**config.mk**
```make
export PLATFORM = sky130hd
export DESIGN_NAME = dog_pair_scheduler
export DESIGN_NICKNAME = d
export VERILOG_FILES = /design/src/rtl/dog_pair_scheduler.sv
export SDC_FILE = /design/constraint.sdc
export NUM_CORES = 1
export LEC_CHECK = 0
export ABC_AREA = 1
export CAP_MARGIN = 20
export CORE_MARGIN = 2
export CORE_UTILIZATION = 59
export DETAILED_ROUTE_END_ITERATION = 6
export GPL_TIMING_DRIVEN = 0
export PLACE_DENSITY = 0.84
export RECOVER_POWER = 50
export SYNTH_ARGS = -nofsm -noshare
export SYNTH_HDL_FRONTEND = slang
export SYNTH_SLANG_ARGS = --single-unit
```
**constraint.sdc**
```tcl
create_clock -name clk -period 3.7 [get_ports clk]
set_input_delay 0.37 -clock clk [delete_from_list [all_inputs] [get_ports clk]]
set_output_delay 0.37 -clock clk [all_outputs]
set_load 0.02 [all_outputs]
```
**src/rtl/dog_pair_scheduler.sv**
```systemverilog
// Time-shares one DoG subtractor across the NUM_SCALES-1 adjacent scale pairs of a pixel column
// and tags each subtractor result with its scale index and pixel position.
module dog_pair_scheduler #(
  parameter int unsigned NUM_SCALES = 5,
  parameter int unsigned IMG_W      = 640,
  parameter int unsigned IMG_H      = 480,
  parameter int unsigned DOG_LAT    = 2,
  localparam int unsigned KW = (NUM_SCALES > 2) ? $clog2(NUM_SCALES - 1) : 1,
  localparam int unsigned XW = (IMG_W > 1) ? $clog2(IMG_W) : 1,
  localparam int unsigned YW = (IMG_H > 1) ? $clog2(IMG_H) : 1
) (
  input  logic                    clk,
  input  logic                    irst_n,
  input  logic                    ivalid,
  input  logic [9*NUM_SCALES-1:0] idata,
  output logic                    oready,
  output logic [8:0]              oa,
  output logic [8:0]              ob,
  output logic                    ovalid,
  output logic [KW-1:0]           oscale,
  output logic [XW-1:0]           ox,
  output logic [YW-1:0]           oy,
  output logic                    oframe_done
);

  localparam logic [KW-1:0] KLAST = KW'(NUM_SCALES - 2);
  localparam logic [XW-1:0] XLAST = XW'(IMG_W - 1);
  localparam logic [YW-1:0] YLAST = YW'(IMG_H - 1);
  // Stage 0 is aligned with oa/ob; DOG_LAT further stages match the subtractor.
  localparam int unsigned NSTG = DOG_LAT + 1;

  typedef enum logic [0:0] {StIdle, StIssue} state_e;

  state_e                  r_state, w_state_d;
  logic [KW-1:0]           r_k, w_k_d;
  logic [9*NUM_SCALES-1:0] r_col;
  logic [XW-1:0]           r_x, w_x_d;
  logic [YW-1:0]           r_y, w_y_d;
  logic                    r_first;
  logic [8:0]              r_oa, r_ob, w_a, w_b;
  logic                    w_accept, w_issue, w_klast, w_last;

  logic [NSTG-1:0]         r_tv, r_tl;
  logic [KW-1:0]           r_tk [NSTG];
  logic [XW-1:0]           r_tx [NSTG];
  logic [YW-1:0]           r_ty [NSTG];

  assign w_issue  = (r_state == StIssue);
  assign w_klast  = (r_k == KLAST);
  assign oready   = (r_state == StIdle) | (w_issue & w_klast);
  assign w_accept = ivalid & oready;
  assign w_last   = w_issue & w_klast & (r_x == XLAST) & (r_y == YLAST);

  always_comb begin
    w_state_d = r_state;
    w_k_d     = r_k;
    if (w_accept) begin
      w_state_d = StIssue;
      w_k_d     = '0;
    end else if (w_issue) begin
      if (w_klast) begin
        w_state_d = StIdle;
        w_k_d     = '0;
      end else begin
        w_k_d = r_k + 1'b1;
      end
    end
  end

  always_ff @(posedge clk or negedge irst_n) begin
    if (!irst_n) begin
      r_state <= StIdle;
      r_k     <= '0;
    end else begin
      r_state <= w_state_d;
      r_k     <= w_k_d;
    end
  end

  // Scale-0 SOF resyncs the position; the first column after reset is always (0,0).
  always_comb begin
    w_x_d = r_x;
    w_y_d = r_y;
    if (w_accept) begin
      if (r_first | idata[8]) begin
        w_x_d = '0;
        w_y_d = '0;
      end else if (r_x == XLAST) begin
        w_x_d = '0;
        w_y_d = (r_y == YLAST) ? '0 : r_y + 1'b1;
      end else begin
        w_x_d = r_x + 1'b1;
      end
    end
  end

  always_comb begin
    w_a = '0;
    w_b = '0;
    for (int unsigned i = 0; i < NUM_SCALES - 1; i++) begin
      if (r_k == KW'(i)) begin
        w_a = r_col[9*i +: 9];
        w_b = r_col[9*(i+1) +: 9];
      end
    end
  end

  always_ff @(posedge clk or negedge irst_n) begin
    if (!irst_n) begin
      r_col   <= '0;
      r_x     <= '0;
      r_y     <= '0;
      r_first <= 1'b1;
      r_oa    <= '0;
      r_ob    <= '0;
    end else begin
      r_x <= w_x_d;
      r_y <= w_y_d;
      if (w_accept) begin
        r_col   <= idata;
        r_first <= 1'b0;
      end
      if (w_issue) begin
        r_oa <= w_a;
        r_ob <= w_b;
      end
    end
  end

  always_ff @(posedge clk or negedge irst_n) begin
    if (!irst_n) begin
      r_tv <= '0;
      r_tl <= '0;
      for (int i = 0; i < NSTG; i++) begin
        r_tk[i] <= '0;
        r_tx[i] <= '0;
        r_ty[i] <= '0;
      end
    end else begin
      r_tv    <= {r_tv[NSTG-2:0], w_issue};
      r_tl    <= {r_tl[NSTG-2:0], w_last};
      r_tk[0] <= w_issue ? r_k : '0;
      r_tx[0] <= w_issue ? r_x : '0;
      r_ty[0] <= w_issue ? r_y : '0;
      for (int i = 1; i < NSTG; i++) begin
        r_tk[i] <= r_tk[i-1];
        r_tx[i] <= r_tx[i-1];
        r_ty[i] <= r_ty[i-1];
      end
    end
  end

  assign oa          = r_oa;
  assign ob          = r_ob;
  assign ovalid      = r_tv[DOG_LAT];
  assign oframe_done = r_tl[DOG_LAT];
  assign oscale      = r_tk[DOG_LAT];
  assign ox          = r_tx[DOG_LAT];
  assign oy          = r_ty[DOG_LAT];

endmodule

```
Word level (Yosys, flattened, before mapping) --
Index checks and enable logic that the tools add are counted.
Operators by class: divide/modulo/power cells 0, shifts and indexed selects 0, equality and inequality tests 5, $add $sub $neg 3, order comparisons 0, reduce and logical (&&, ||, !) cells 4, multiply operators 0, bitwise logic cells 7, muxes and demuxes 22
Operator list (count):
- 9-bit two-way mux | 12
- 10-bit two-way mux | 3
- 10-bit by 1-bit adder with 10-bit output (second input constant) | 1
- 10-bit equality test (second input constant) | 1
- 9-bit by 1-bit adder with 9-bit output (second input constant) | 1
- 9-bit equality test (second input constant) | 1
- 2-bit two-way mux | 4
- 1-bit AND | 4
- 2-bit equality test (second input constant) | 2
- 2-bit nonzero test | 2
- 1-bit two-way mux | 3
- 2-bit by 1-bit adder with 2-bit output (second input constant) | 1
- 2-bit by 1-bit equality test with 1-bit output (second input constant) | 1
- 2-bit logical NOT | 1
- 1-bit bitwise OR | 2
- 2-bit AND reduction | 1
- 1-bit NOT | 1
Storage, ports and cells: output and inout bits 42, memory bits (writable) 0, bits in read-only memories 0, latch bits 0, memories kept 0, flip-flop bits (word level) 155

Longest topological paths before layout --
depth in word-level cells 5, depth in mapped cells 10

Worst setup path before layout --
No wires, ideal clock.
kind reg2out, start point reg r_k[0], end point out oready, required time 3330 ps, cell stages (with the launch flop) 5, slack 2256 ps, arrival time 1074 ps, buffers on the path 1, cells stage by stage dfrtp_1 -> ha_1 -> inv_1 -> nand2_4 -> clkbuf_1
Between the ends: word-level cells in the longest chain between the ends 3
Ends and longest elaborated chain:
- from (decl) | line 35 | logic [KW-1:0] r_k, w_k_d;
- from (signal assigned) | line 76 | r_k <= w_k_d;
- 2-bit equality test | line 49 | assign w_klast = (r_k == KLAST);
- 1-bit AND | line 50 | assign oready = (r_state == StIdle) | (w_issue & w_klast);
- 1-bit bitwise OR | line 50
- to (decl) | line 16 | output logic oready,
Every way passes these cells.

Worst setup path after layout --
Same ends and word-level chain as after synthesis.

==> metrics.txt <==
RSZ-0062 raised after global routing=no; register area=3880 sq um; GP Congestion=0.925; WS Path Type=reg -> out; total iterations of the first detailed-routing run=7; post-CTS setup buffers=0; Worst Max-Slew Pin Slew=2110 ps; CP Capture Type=primary output; syn avg cell area=8.92 sq um; CTS Buffer Depth=2; post-route ant nets=0; IO buf count=89; critical path peak fanout=10; average vias per placed instance=5.18; Final Hold Fails=0; Max stage delay on crit path=710 ps; area grow syn2layout=25.9%; DIE AREA=11800 sq um; share of cells above drive strength 1=9.54%; post-synthesis cell count=726; clock edge transition at the registers on the reported setup and hold paths=70 ps; Routed WL=15900 microns; Synth cell types=31; worst-path cell chain=ha_1 > inv_1 > nand2_4 > clkbuf_1 > clkdlybuf4s50_1; initial drt markers=519; Overflow after GRT=0; I/O Pins=90; commonest non-fill, non-tap cells in the layout=nand2_1 (187), dfrtp_1 (154), inv_1 (143); TritonCTS Sinks=155; Clk Latency, worst-skew pair=530 ps; main flop type after synthesis=dfrtp_1; Max-cap violations=1; worst min-delay path category=reg -> reg; P_leak=4.28 nW; most common cell after layout, fill and taps aside=nand2_1; Power Total=6.44 mW; required time worst endpoint=3330 ps; PD cells=790 nW/um^2; Hold-fix buffers, CTS=1; synth top area cells=dfrtp_1 (60%), nand2_1 (11%), inv_1 (8.3%); leading area contributor after synthesis=dfrtp_1; design area=8150 sq um; post-placement cell count=956; Post-CTS Resized=0; Placement Cell Area=7570 sq um; starting density of the core=60.0%; sequential area share after synthesis=59.9%; final setup vio count=0; Cell Area, Synth=6470 sq um; drt wl/cell=16.1 microns; Detail Placement HPWL=10500 microns; Synth top area share=59.5%; async set-reset flop share out of synthesis=100%; largest net degree at the start of global routing=87; number of flops mapped to enable cells by yosys=0; detailed-route DRC error count=2; fin cells=989; Die X=109 microns; CTS root buf=clkbuf_8; Max Slew Vio Count=86; Slew HR=-40.7%; row cnt=38; Critical-path top delay cell=clkdlybuf4s50_1; CTS H-Tree Depth=4; flops & latches, synth=155; diode count=0; fillers=739; vias in the first global route=5069; Peak VDD IR=408 uV; Core Region=10800 sq um; failing checks=DRC, capacitance limit, slew limit; final worst-path cycle share=76.8%; GRT Resource Usage Total=28.5%; Mapped Nets=780; nets@finish=890; Layout Skew=6.57 ps; Worst EP arrival=2470 ps; crit start category=register; footprint of the multi-input gates=1740 sq um; TritonCTS Buffers=17; outcome=complete, but fails checks; via count=5120; min Tclk post-route=2840 ps; TritonCTS clock tree=yes; Yosys warning count=0; first-pass GRT wire length=25100 microns; DIE HEIGHT=109 microns; Max Clk Rate=352 MHz; initial antenna violation count=0
## cell type report
type,instances,share of cell area (%)
tap,140,2.15
inverter,146,6.75
clock buffer,17,5.08
multi-input combinational,376,21.3
timing repair buffer,91,11.3
buffer,49,3.65
sequential,155,47.6
clock inverter,15,2.15
## kinds of logic (layout without fill, tap and decap cells)
logic type	count (synthesis)	after routing	synth area share (%)
AND/OR/NAND/NOR	262	262	16.1
AO/OA/AOI/OAI	106	106	9.37
flip-flops	155	155	59.9
buffers and inverters	195	318	13.2
XOR/XNOR	2	2	0.271
adder cells (fa/ha/maj)	6	6	1.16
## metal layers
metal / up-vias / share of wire [%] / track usage, %
li1: 2404 / - / -
met1: 2473 / 44 / 39.8
met2: 216 / 47 / 44.0
met3: 27 / 6.5 / 6.52
met4: 0 / 2.2 / 11.1
met5: - / 0 / 0
## registers in the layout, indices dropped and copies added (netlist names)
signal,cells
r_col,45
r_tx,20
r_ty,18
ox,10
r_x,10
oa,9
ob,9
oy,9
r_y,9
r_tk,4
r_tl,3
r_tv,3
oscale,2
r_k,2
r_first,1
r_state,1
## worst max-delay path: cells and delay by family (launching register included)
family,cells,cell delay (ps)
AND/OR/NAND/NOR,1,70
flip-flops,1,430
buffers and inverters,3,1250
adder cells (fa/ha/maj),1,190
## report_power, final
group / internal, mW / total [mW] / leakage, nW / switching, mW
Sequential: 2.20 / 2.45 / 2.02 / 0.255
Combinational: 0.814 / 2.26 / 1.97 / 1.44
Clock: 0.934 / 1.73 / 0.284 / 0.795
## through the flow
step	hold WS, ps	setup TNS [ps]	setup slack (ps)	util (%)
2_1_floorplan	74.4	0	2260	-
3_3_place_gp	333	-559650	-3630	69.9
3_5_place_dp	335	0	1460	70.1
4_1_cts	349	0	854	75.7
5_1_grt	355	0	737	75.5
6_report	349	0	857	75.5
## final timing paths
path                                from        end  cells past startpoint  slack [ps]
worst max-delay path              r_k[0]     oready                      5         860
worst min-delay path            r_tx[27]   r_tx[17]                      0         350
worst max register to register    r_k[0]      oa[5]                      7        1660
worst min register to register  r_tx[27]   r_tx[17]                      0         350
max in group asynchronous         irst_n  r_col[22]                      2        1490
min in group asynchronous         irst_n   r_tx[15]                      2         990
## cell usage after synthesis, types with 2 or more instances
cell type,number
ha_1,6
inv_2,2
o21bai_1,2
o31ai_1,18
nand2_4,2
nand3_1,16
nor2_1,50
buf_6,2
o21ai_1,3
inv_1,143
nand2_1,186
o22ai_1,18
clkbuf_1,10
nand4_1,2
a21oi_1,19
buf_2,13
o21ai_0,45
dfrtp_1,154
buf_4,23
Power figures use the tool's default switching activity.
